**config.mk**
```make
export PLATFORM = sky130hd
export DESIGN_NAME = cell_rmw_seq
export DESIGN_NICKNAME = d
export VERILOG_FILES = /design/src/rtl/definitions.sv /design/src/rtl/alu.sv /design/src/rtl/cell_rmw_seq.sv
export SDC_FILE = /design/constraint.sdc
export NUM_CORES = 1
export LEC_CHECK = 0
export ABC_AREA = 1
export CAP_MARGIN = 20
export CELL_PAD_IN_SITES_DETAIL_PLACEMENT = 0
export CELL_PAD_IN_SITES_GLOBAL_PLACEMENT = 1
export CORE_ASPECT_RATIO = 0.6
export CORE_MARGIN = 4
export CORE_UTILIZATION = 39
export DETAILED_ROUTE_END_ITERATION = 6
export PLACE_DENSITY = 0.9
export SYNTH_ARGS = -nofsm -noshare
export SYNTH_HDL_FRONTEND = slang
export SYNTH_SLANG_ARGS = --single-unit
export TNS_END_PERCENT = 20
```
**constraint.sdc**
```tcl
create_clock -name clk -period 4.35 [get_ports clk]
set_input_delay 0.87 -clock clk [delete_from_list [all_inputs] [get_ports clk]]
set_output_delay 0.87 -clock clk [all_outputs]
set_load 0.02 [all_outputs]
```
**src/rtl/definitions.sv**
```systemverilog
// Shared type definitions for the BeeF datapath: ALU opcodes and the
// read-modify-write sequencer state encoding.
package definitions;

  typedef enum logic {
    ALU_INC = 1'b0,
    ALU_DEC = 1'b1
  } ALU_OP;

  typedef enum logic [2:0] {
    IDLE  = 3'd0,
    READ  = 3'd1,
    LOAD  = 3'd2,
    APPLY = 3'd3,
    WRITE = 3'd4
  } RMW_STATE;

endpackage

```
**src/rtl/alu.sv**
```systemverilog
// Single-step cell ALU: increments or decrements its operand modulo 2^WIDTH.
module alu
  import definitions::*;
#(
  parameter int WIDTH = 8
) (
  input  ALU_OP            op_i,
  input  logic [WIDTH-1:0] a_i,
  output logic [WIDTH-1:0] y_o
);

  always_comb begin
    y_o = a_i;
    unique case (op_i)
      ALU_INC: y_o = a_i + WIDTH'(1);
      ALU_DEC: y_o = a_i - WIDTH'(1);
      default: y_o = a_i;
    endcase
  end

endmodule

```
**src/rtl/cell_rmw_seq.sv**
```systemverilog
// Read-modify-write sequencer: reads a data cell, steps it through the ALU
// `count` times and writes it back. BEEF_CELL_CACHE_EN adds a one-entry tag.
module cell_rmw_seq
  import definitions::*;
#(
  parameter int WIDTH  = 8,
  parameter int ADDR_W = 16,
  parameter int CNT_W  = 4
) (
  input  logic              clk,
  input  logic              reset,
  input  logic              req_valid_i,
  output logic              req_ready_o,
  input  ALU_OP             req_op_i,
  input  logic [CNT_W-1:0]  req_count_i,
  input  logic [ADDR_W-1:0] req_addr_i,
  output logic              mem_rd_en_o,
  output logic [ADDR_W-1:0] mem_addr_o,
  input  logic [WIDTH-1:0]  mem_rd_data_i,
  output logic              mem_wr_en_o,
  output logic [WIDTH-1:0]  mem_wr_data_o,
  output logic              done_o,
  output logic              zero_o
);

  RMW_STATE          state_q, state_d;
  ALU_OP             op_q, op_d;
  logic [CNT_W-1:0]  cnt_q, cnt_d;
  logic [ADDR_W-1:0] addr_q, addr_d;
  logic [WIDTH-1:0]  acc_q, acc_d;
  logic              noop_q, noop_d;
  logic              rd_en_q, rd_en_d;
  logic              wr_en_q, wr_en_d;
  logic [WIDTH-1:0]  wr_data_q, wr_data_d;
  logic [ADDR_W-1:0] mem_addr_q, mem_addr_d;
  logic              done_q, done_d;
  logic              zero_q, zero_d;

  logic [WIDTH-1:0]  alu_y;
  logic              tag_hit;
  logic [WIDTH-1:0]  tag_data;

  alu #(.WIDTH(WIDTH)) u_alu (
    .op_i(op_q),
    .a_i (acc_q),
    .y_o (alu_y)
  );

`ifdef BEEF_CELL_CACHE_EN
  logic              tag_valid_q;
  logic [ADDR_W-1:0] tag_addr_q;
  logic [WIDTH-1:0]  tag_data_q;
  logic              tag_wr;

  assign tag_wr   = (state_q == WRITE) && !noop_q;
  assign tag_hit  = tag_valid_q && (tag_addr_q == req_addr_i);
  assign tag_data = tag_data_q;

  always_ff @(posedge clk) begin
    if (reset)       tag_valid_q <= 1'b0;
    else if (tag_wr) tag_valid_q <= 1'b1;
  end

  // NOTE: only the valid bit needs reset; addr/data are never consumed while
  // invalid, so leaving them unreset keeps them plain storage.
  always_ff @(posedge clk) begin
    if (tag_wr) begin
      tag_addr_q <= addr_q;
      tag_data_q <= acc_q;
    end
  end
`else
  assign tag_hit  = 1'b0;
  assign tag_data = '0;
`endif

  // NOTE: every variable gets its hold value first so no path leaves one
  // unassigned, which would otherwise infer a latch.
  always_comb begin
    state_d = state_q;
    op_d    = op_q;
    cnt_d   = cnt_q;
    addr_d  = addr_q;
    acc_d   = acc_q;
    noop_d  = noop_q;
    zero_d  = zero_q;

    unique case (state_q)
      IDLE: begin
        if (req_valid_i) begin
          op_d   = req_op_i;
          cnt_d  = req_count_i;
          addr_d = req_addr_i;
          noop_d = (req_count_i == '0);
          if (req_count_i == '0) begin
            state_d = WRITE;
          end else if (tag_hit) begin
            acc_d   = tag_data;
            state_d = APPLY;
          end else begin
            state_d = READ;
          end
        end
      end
      READ:  state_d = LOAD;
      LOAD: begin
        acc_d   = mem_rd_data_i;
        state_d = APPLY;
      end
      APPLY: begin
        acc_d = alu_y;
        cnt_d = cnt_q - CNT_W'(1);
        if (cnt_q == CNT_W'(1)) state_d = WRITE;
      end
      WRITE: begin
        if (!noop_q) zero_d = (acc_q == '0);
        state_d = IDLE;
      end
      default: state_d = IDLE;
    endcase

    // Strobes are registered, so they are decoded from the state being entered.
    rd_en_d    = (state_d == READ);
    wr_en_d    = (state_d == WRITE) && !noop_d;
    done_d     = (state_d == WRITE);
    wr_data_d  = wr_en_d ? acc_d : wr_data_q;
    mem_addr_d = ((state_d != IDLE) && !noop_d) ? addr_d : '0;
  end

  // NOTE: sequential state uses non-blocking assignments so all flops update
  // together from pre-edge values.
  always_ff @(posedge clk) begin
    if (reset) begin
      state_q    <= IDLE;
      op_q       <= ALU_INC;
      cnt_q      <= '0;
      addr_q     <= '0;
      acc_q      <= '0;
      noop_q     <= 1'b0;
      rd_en_q    <= 1'b0;
      wr_en_q    <= 1'b0;
      wr_data_q  <= '0;
      mem_addr_q <= '0;
      done_q     <= 1'b0;
      zero_q     <= 1'b1;
    end else begin
      state_q    <= state_d;
      op_q       <= op_d;
      cnt_q      <= cnt_d;
      addr_q     <= addr_d;
      acc_q      <= acc_d;
      noop_q     <= noop_d;
      rd_en_q    <= rd_en_d;
      wr_en_q    <= wr_en_d;
      wr_data_q  <= wr_data_d;
      mem_addr_q <= mem_addr_d;
      done_q     <= done_d;
      zero_q     <= zero_d;
    end
  end

  assign req_ready_o   = (state_q == IDLE);
  assign mem_rd_en_o   = rd_en_q;
  assign mem_wr_en_o   = wr_en_q;
  assign mem_wr_data_o = wr_data_q;
  assign mem_addr_o    = mem_addr_q;
  assign done_o        = done_q;
  assign zero_o        = zero_q;

endmodule

```
# ---- After elaboration in Yosys (flattened, before gate mapping)
# Cells that the tools add are included.
dict set report word_totals {
  ff_bits 61
  output_inout_bits 29
  wordCells 50
  inputBits 32
}
dict set report op_classes {
  bitwise 3
  eq_ne 8
  n_addsub 3
  reduce_logical 12
  mux 12
}
# operator count
set op_table {}
lappend op_table {{16-bit two-way mux} 2}
lappend op_table {{8-bit one-hot mux with 2 select lines} 2}
lappend op_table {{3-bit one-hot mux with 4 select lines} 1}
lappend op_table {{3-bit two-way mux} 3}
lappend op_table {{8-bit by 1-bit adder with 8-bit output, second input constant} 1}
lappend op_table {{8-bit logical NOT} 1}
lappend op_table {{4-bit one-hot mux with 2 select lines} 1}
lappend op_table {{8-bit by 1-bit subtractor with 8-bit output, second input constant} 1}
lappend op_table {{3-bit by 1-bit equality test with 1-bit output, second input constant} 2}
lappend op_table {{3-bit by 2-bit equality test with 1-bit output, second input constant} 2}
lappend op_table {{3-bit equality test, second input constant} 2}
lappend op_table {{2-bit AND reduction} 3}
lappend op_table {{4-bit by 1-bit equality test with 1-bit output, second input constant} 1}
lappend op_table {{4-bit logical NOT} 1}
lappend op_table {{4-bit two-way mux} 1}
lappend op_table {{4-bit by 1-bit subtractor with 4-bit output, second input constant} 1}
lappend op_table {{3-bit logical NOT} 1}
lappend op_table {{1-bit NOT} 3}
lappend op_table {{3-bit nonzero test} 1}
lappend op_table {{1-bit logical AND} 2}
lappend op_table {{1-bit two-way mux} 2}
lappend op_table {{2-bit != test, second input constant} 1}
lappend op_table {{2-bit nonzero test} 1}
lappend op_table {{2-bit OR reduction} 1}
lappend op_table {{1-bit logical NOT} 1}

# ---- Logic depth before layout (Yosys ltp)
dict set report depth {
  word_depth 8
  ltp_mapped 11
  ltp_nobuf 11
}

# ---- Hierarchy
# A second synthesis with hierarchy kept.
dict set report hier_totals {
  hier_cells 347
  area_unflattened_um2 2785.2
}
# module area_each_um2 seq_area_each_um2 cells_each n_inst
set by_module_without_submodules {}
lappend by_module_without_submodules {cell_rmw_seq 2434.8 1221.2 288 1}
lappend by_module_without_submodules {alu 350.3 0.0 59 1}

# ---- Least setup slack after synthesis
# No wires, ideal clock.
dict set report synth_timing {
  kind {in2reg}
  start {input port req_valid_i}
  end {register addr_q[10]}
  n_path_buf 2
  required_time_ns 4.222
  path_stages 6
  t_arrival_ns 1.757
  slack_ns 2.465
  cell_sequence {inv_1 > nor2_4 > buf_4 > buf_6 > mux2i_1 > nor2_1}
}
dict set report synth_via {
  elab_chain_cells 2
}
# element line_no
set synth_lines {}
lappend synth_lines {{from (decl)} cell_rmw_seq.sv:12} ;# input logic req_valid_i,
lappend synth_lines {{16-bit two-way mux} cell_rmw_seq.sv:90} ;# if (req_valid_i) begin
lappend synth_lines {{16-bit two-way mux} cell_rmw_seq.sv:88} ;# unique case (state_q)
lappend synth_lines {{to (signal assigned)} cell_rmw_seq.sv:150} ;# addr_q <= addr_d;
lappend synth_lines {{to (decl)} cell_rmw_seq.sv:29} ;# logic [ADDR_W-1:0] addr_q, addr_d;
# Every way passes these cells.
# A chain may end at the register's enable or synchronous reset.

# ---- Worst setup path in the final report
dict set report layout_timing {
  start {register state_q[0]}
  end {output port req_ready_o}
}
dict set report layout_via {
  elab_chain_cells 1
}
# element line_no
set layout_lines {}
lappend layout_lines {{from (decl)} cell_rmw_seq.sv:26} ;# RMW_STATE state_q, state_d;
lappend layout_lines {{from (signal assigned)} cell_rmw_seq.sv:147} ;# state_q <= state_d;
lappend layout_lines {{3-bit logical NOT} cell_rmw_seq.sv:162} ;# assign req_ready_o = (state_q == IDLE);
lappend layout_lines {{to (decl)} cell_rmw_seq.sv:13} ;# output logic req_ready_o,
# Every way passes these cells.

==> flow_metrics.tcl <==
set metrics [dict create \
    outcome "complete, no violations" \
    clock_sinks 61 \
    internal_power_mw 1.24 \
    p_per_area_nw_per_um2 583 \
    cts_tree "yes" \
    clk_transition_reported_paths_ps 70 \
    synth_edf_count 0 \
    p_switching_uw 784 \
    worstPathArrival_ps 1600 \
    cts_setup_buffers 0 \
    ff_latch_area_um2 1220 \
    port_buffers 60 \
    hold_end "cnt_q[1]$_SDFFE_PP0P_" \
    io_pins 61 \
    top_layer "met4" \
    chipHeight_um 71.3 \
    rsz0062_at_grt "no" \
    criticalPathCategory "register to primary output" \
    yosys.area.top_type_share 0.469 \
    ys_types 33 \
    drv_cap 0 \
    std_cell_rows 22 \
    p_leak_nw 1.50 \
    clk_path_buf_depth 2 \
    cp_max_fo 3 \
    drt-total-wl_um 6270 \
    p_clk_frac 0.254 \
    drive_gt1_frac 0.131 \
    ant_nets 0 \
    dr.pass1.iters 4 \
    gp_routability_congestion 0.869 \
    reg2reg_slack_ps 2410 \
    critPathRequiredTime_ps 3480 \
    syn_nets 353 \
    ys_seq_elements 61 \
    dp_hpwl_um 4700 \
    n_antenna_cell 0 \
    hold_viol_final 0 \
    grt_pass1_vias 2033 \
    vias 2175 \
    grt_usage 0.162 \
    tightest_slew_ps 462 \
    swShare 0.387 \
    hold_class "register to register" \
    grt_pass1_wl_um 10200 \
    drv_slew 0 \
    fin_cells 467 \
    multi_input_area_um2 1210 \
    seqPwrFrac 0.366 \
    rr_worst_depth 6 \
    final_common_cell "dfxtp_1" \
    cp-end-kind "primary output" \
    wl_met2_um 2380 \
    clk_latency_ps 340 \
    max-vdd-ir-drop_v 0.000279 \
    syn_avg_cell_area_um2 8.34 \
    finalCriticalPeriod_ps 2470 \
    whs_path_depth 2 \
    fin_crit_sh 0.567 \
    wl_met3_um 676 \
    nFillCells 595 \
    avgRoutedWirePerCell_um 13.4 \
    final_nets 419 \
    wl_met1_um 3180 \
    synth-main-ff-cell "dfxtp_1" \
    overflow 0 \
    viasPerCell 4.66 \
    max_freq_ghz 0.406 \
    die_w_um 113 \
    cts_hold_buf 0 \
    setup_tns_ps 0 \
    ctsHtreeMaxLevel 3 \
    synthCells 312 \
    layout_common_cells "dfxtp_1 (61), clkdlybuf4s50_1 (60), nor2_1 (51)" \
    cts_buffers 9 \
    finClkSkew_ps 11.3 \
    holdCritStartpoint "cnt_q[1]$_SDFFE_PP0P_" \
    syn_area_um2 2600 \
    placed_cells 451 \
    core_area_um2 6280 \
    combPwrFrac 0.380 \
    antenna_found_initial 0 \
    die_area_um2 8080 \
    drt_iter0_drc 117 \
    setup_viol_count_final 0 \
    seq_area_frac_synth 0.469 \
    max_slew_margin 0.691 \
    yosys.area.top_type "dfxtp_1" \
    areaGrowthSynthToFinish_pct 33.7 \
    start_kind "register" \
    ys_warn_count 0 \
    async_flop_share 0 \
    drcViolationCount 0 \
    grt_max_degree 40 \
    initial_core_util 0.414 \
    synth.area.top_cells "dfxtp_1 (47%), nor2_1 (7.4%), nand2_1 (7.2%)" \
    rr_startpoint "op_q$_SDFFE_PP0P_" \
    cts-resized-gates 0 \
    reg2reg_to "mem_wr_data_o[2]$_SDFFE_PP0P_" \
    cts-root-buf "clkbuf_8" \
]
## stage by stage
stage / setup slack (ps) / instance area, um^2 / util / power, mW / hold WS [ps]
detailed placement: 1590 / 3280 / 0.522 / 1.52 / 460
finish: 1880 / 3480 / 0.554 / 2.03 / 472
global route: 1790 / 3480 / 0.554 / 2.16 / 515
CTS: 1860 / 3480 / 0.554 / 2.04 / 470
global placement: 1630 / 3280 / 0.522 / 1.51 / 456
floorplan: 2470 / 2600 / - / 1.30 / 443
## cells in the mapped netlist (3+ instances only)
| cell type | n |
|---|---|
| dfxtp_1 | 61 |
| nor2_1 | 51 |
| nand2_1 | 50 |
| inv_1 | 27 |
| a21oi_1 | 19 |
| mux2i_1 | 16 |
| nand3_1 | 16 |
| nor2_2 | 10 |
| ha_1 | 8 |
| inv_2 | 6 |
| o21ai_0 | 6 |
| nor2_4 | 5 |
| a22oi_1 | 4 |
| clkbuf_1 | 4 |
| o21ai_1 | 4 |
| nand2_2 | 3 |
| o21ai_2 | 3 |
## kinds of logic after synthesis
| group | Yosys count | synth area share |
|---|---|---|
| and+or+nand+nor | 144 | 0.264 |
| AOI/OAI and AO/OA | 40 | 0.0875 |
| DFF | 61 | 0.469 |
| buffers and inverters | 40 | 0.0649 |
| xor gates and xnor gates | 2 | 0.00674 |
| muxes | 16 | 0.0616 |
| adders and majority gates | 9 | 0.0462 |
## state kept, by name, summed over array words and instances (netlist names), 3 cells and up
register / flops
acc_q: 8
mem_wr_data_o: 8
mem_addr_o: 16
state_q: 3
addr_q: 16
cnt_q: 4
## layout make-up
class                      instances  area share
clock inverter                     7      0.0223
timing repair buffer              62       0.177
multi-input combinational        211       0.348
tap                               84      0.0302
sequential                        61       0.351
inverter                          33      0.0356
clock buffer                       9      0.0356
## per-layer routing
metal  GRT usage  vias up
met3      0.0658        4
met5           0        -
li1            -     1137
met1       0.245      958
met4      0.0333        0
met2       0.215       76
## how the worst max path moves through the flow
stage                                      from                            end
after floorplan                     req_valid_i          addr_q[10]$_SDFF_PP0_
after global placement              req_valid_i  mem_wr_data_o[3]$_SDFFE_PP0P_
after detailed placement            req_valid_i  mem_wr_data_o[3]$_SDFFE_PP0P_
after CTS                 state_q[0]$_SDFF_PP0_                    req_ready_o
after global routing                req_valid_i  mem_wr_data_o[5]$_SDFFE_PP0P_
final                     state_q[0]$_SDFF_PP0_                    req_ready_o
## critical path, cell delays in order, from the launching register on
cell             delay [ps]
dfxtp_1                 360
nor2_2                  150
nand2_2                  90
inv_2                    70
clkdlybuf4s50_1         600
## power by group through the flow
stage,combinational (mW),sequential (mW),clock [mW]
floorplan,0.517,0.779,0
global placement,0.761,0.751,0
detailed placement,0.771,0.753,0
CTS,0.776,0.742,0.525
global route,0.854,0.757,0.548
finish,0.771,0.742,0.514
(Power assumes the default switching activity.)
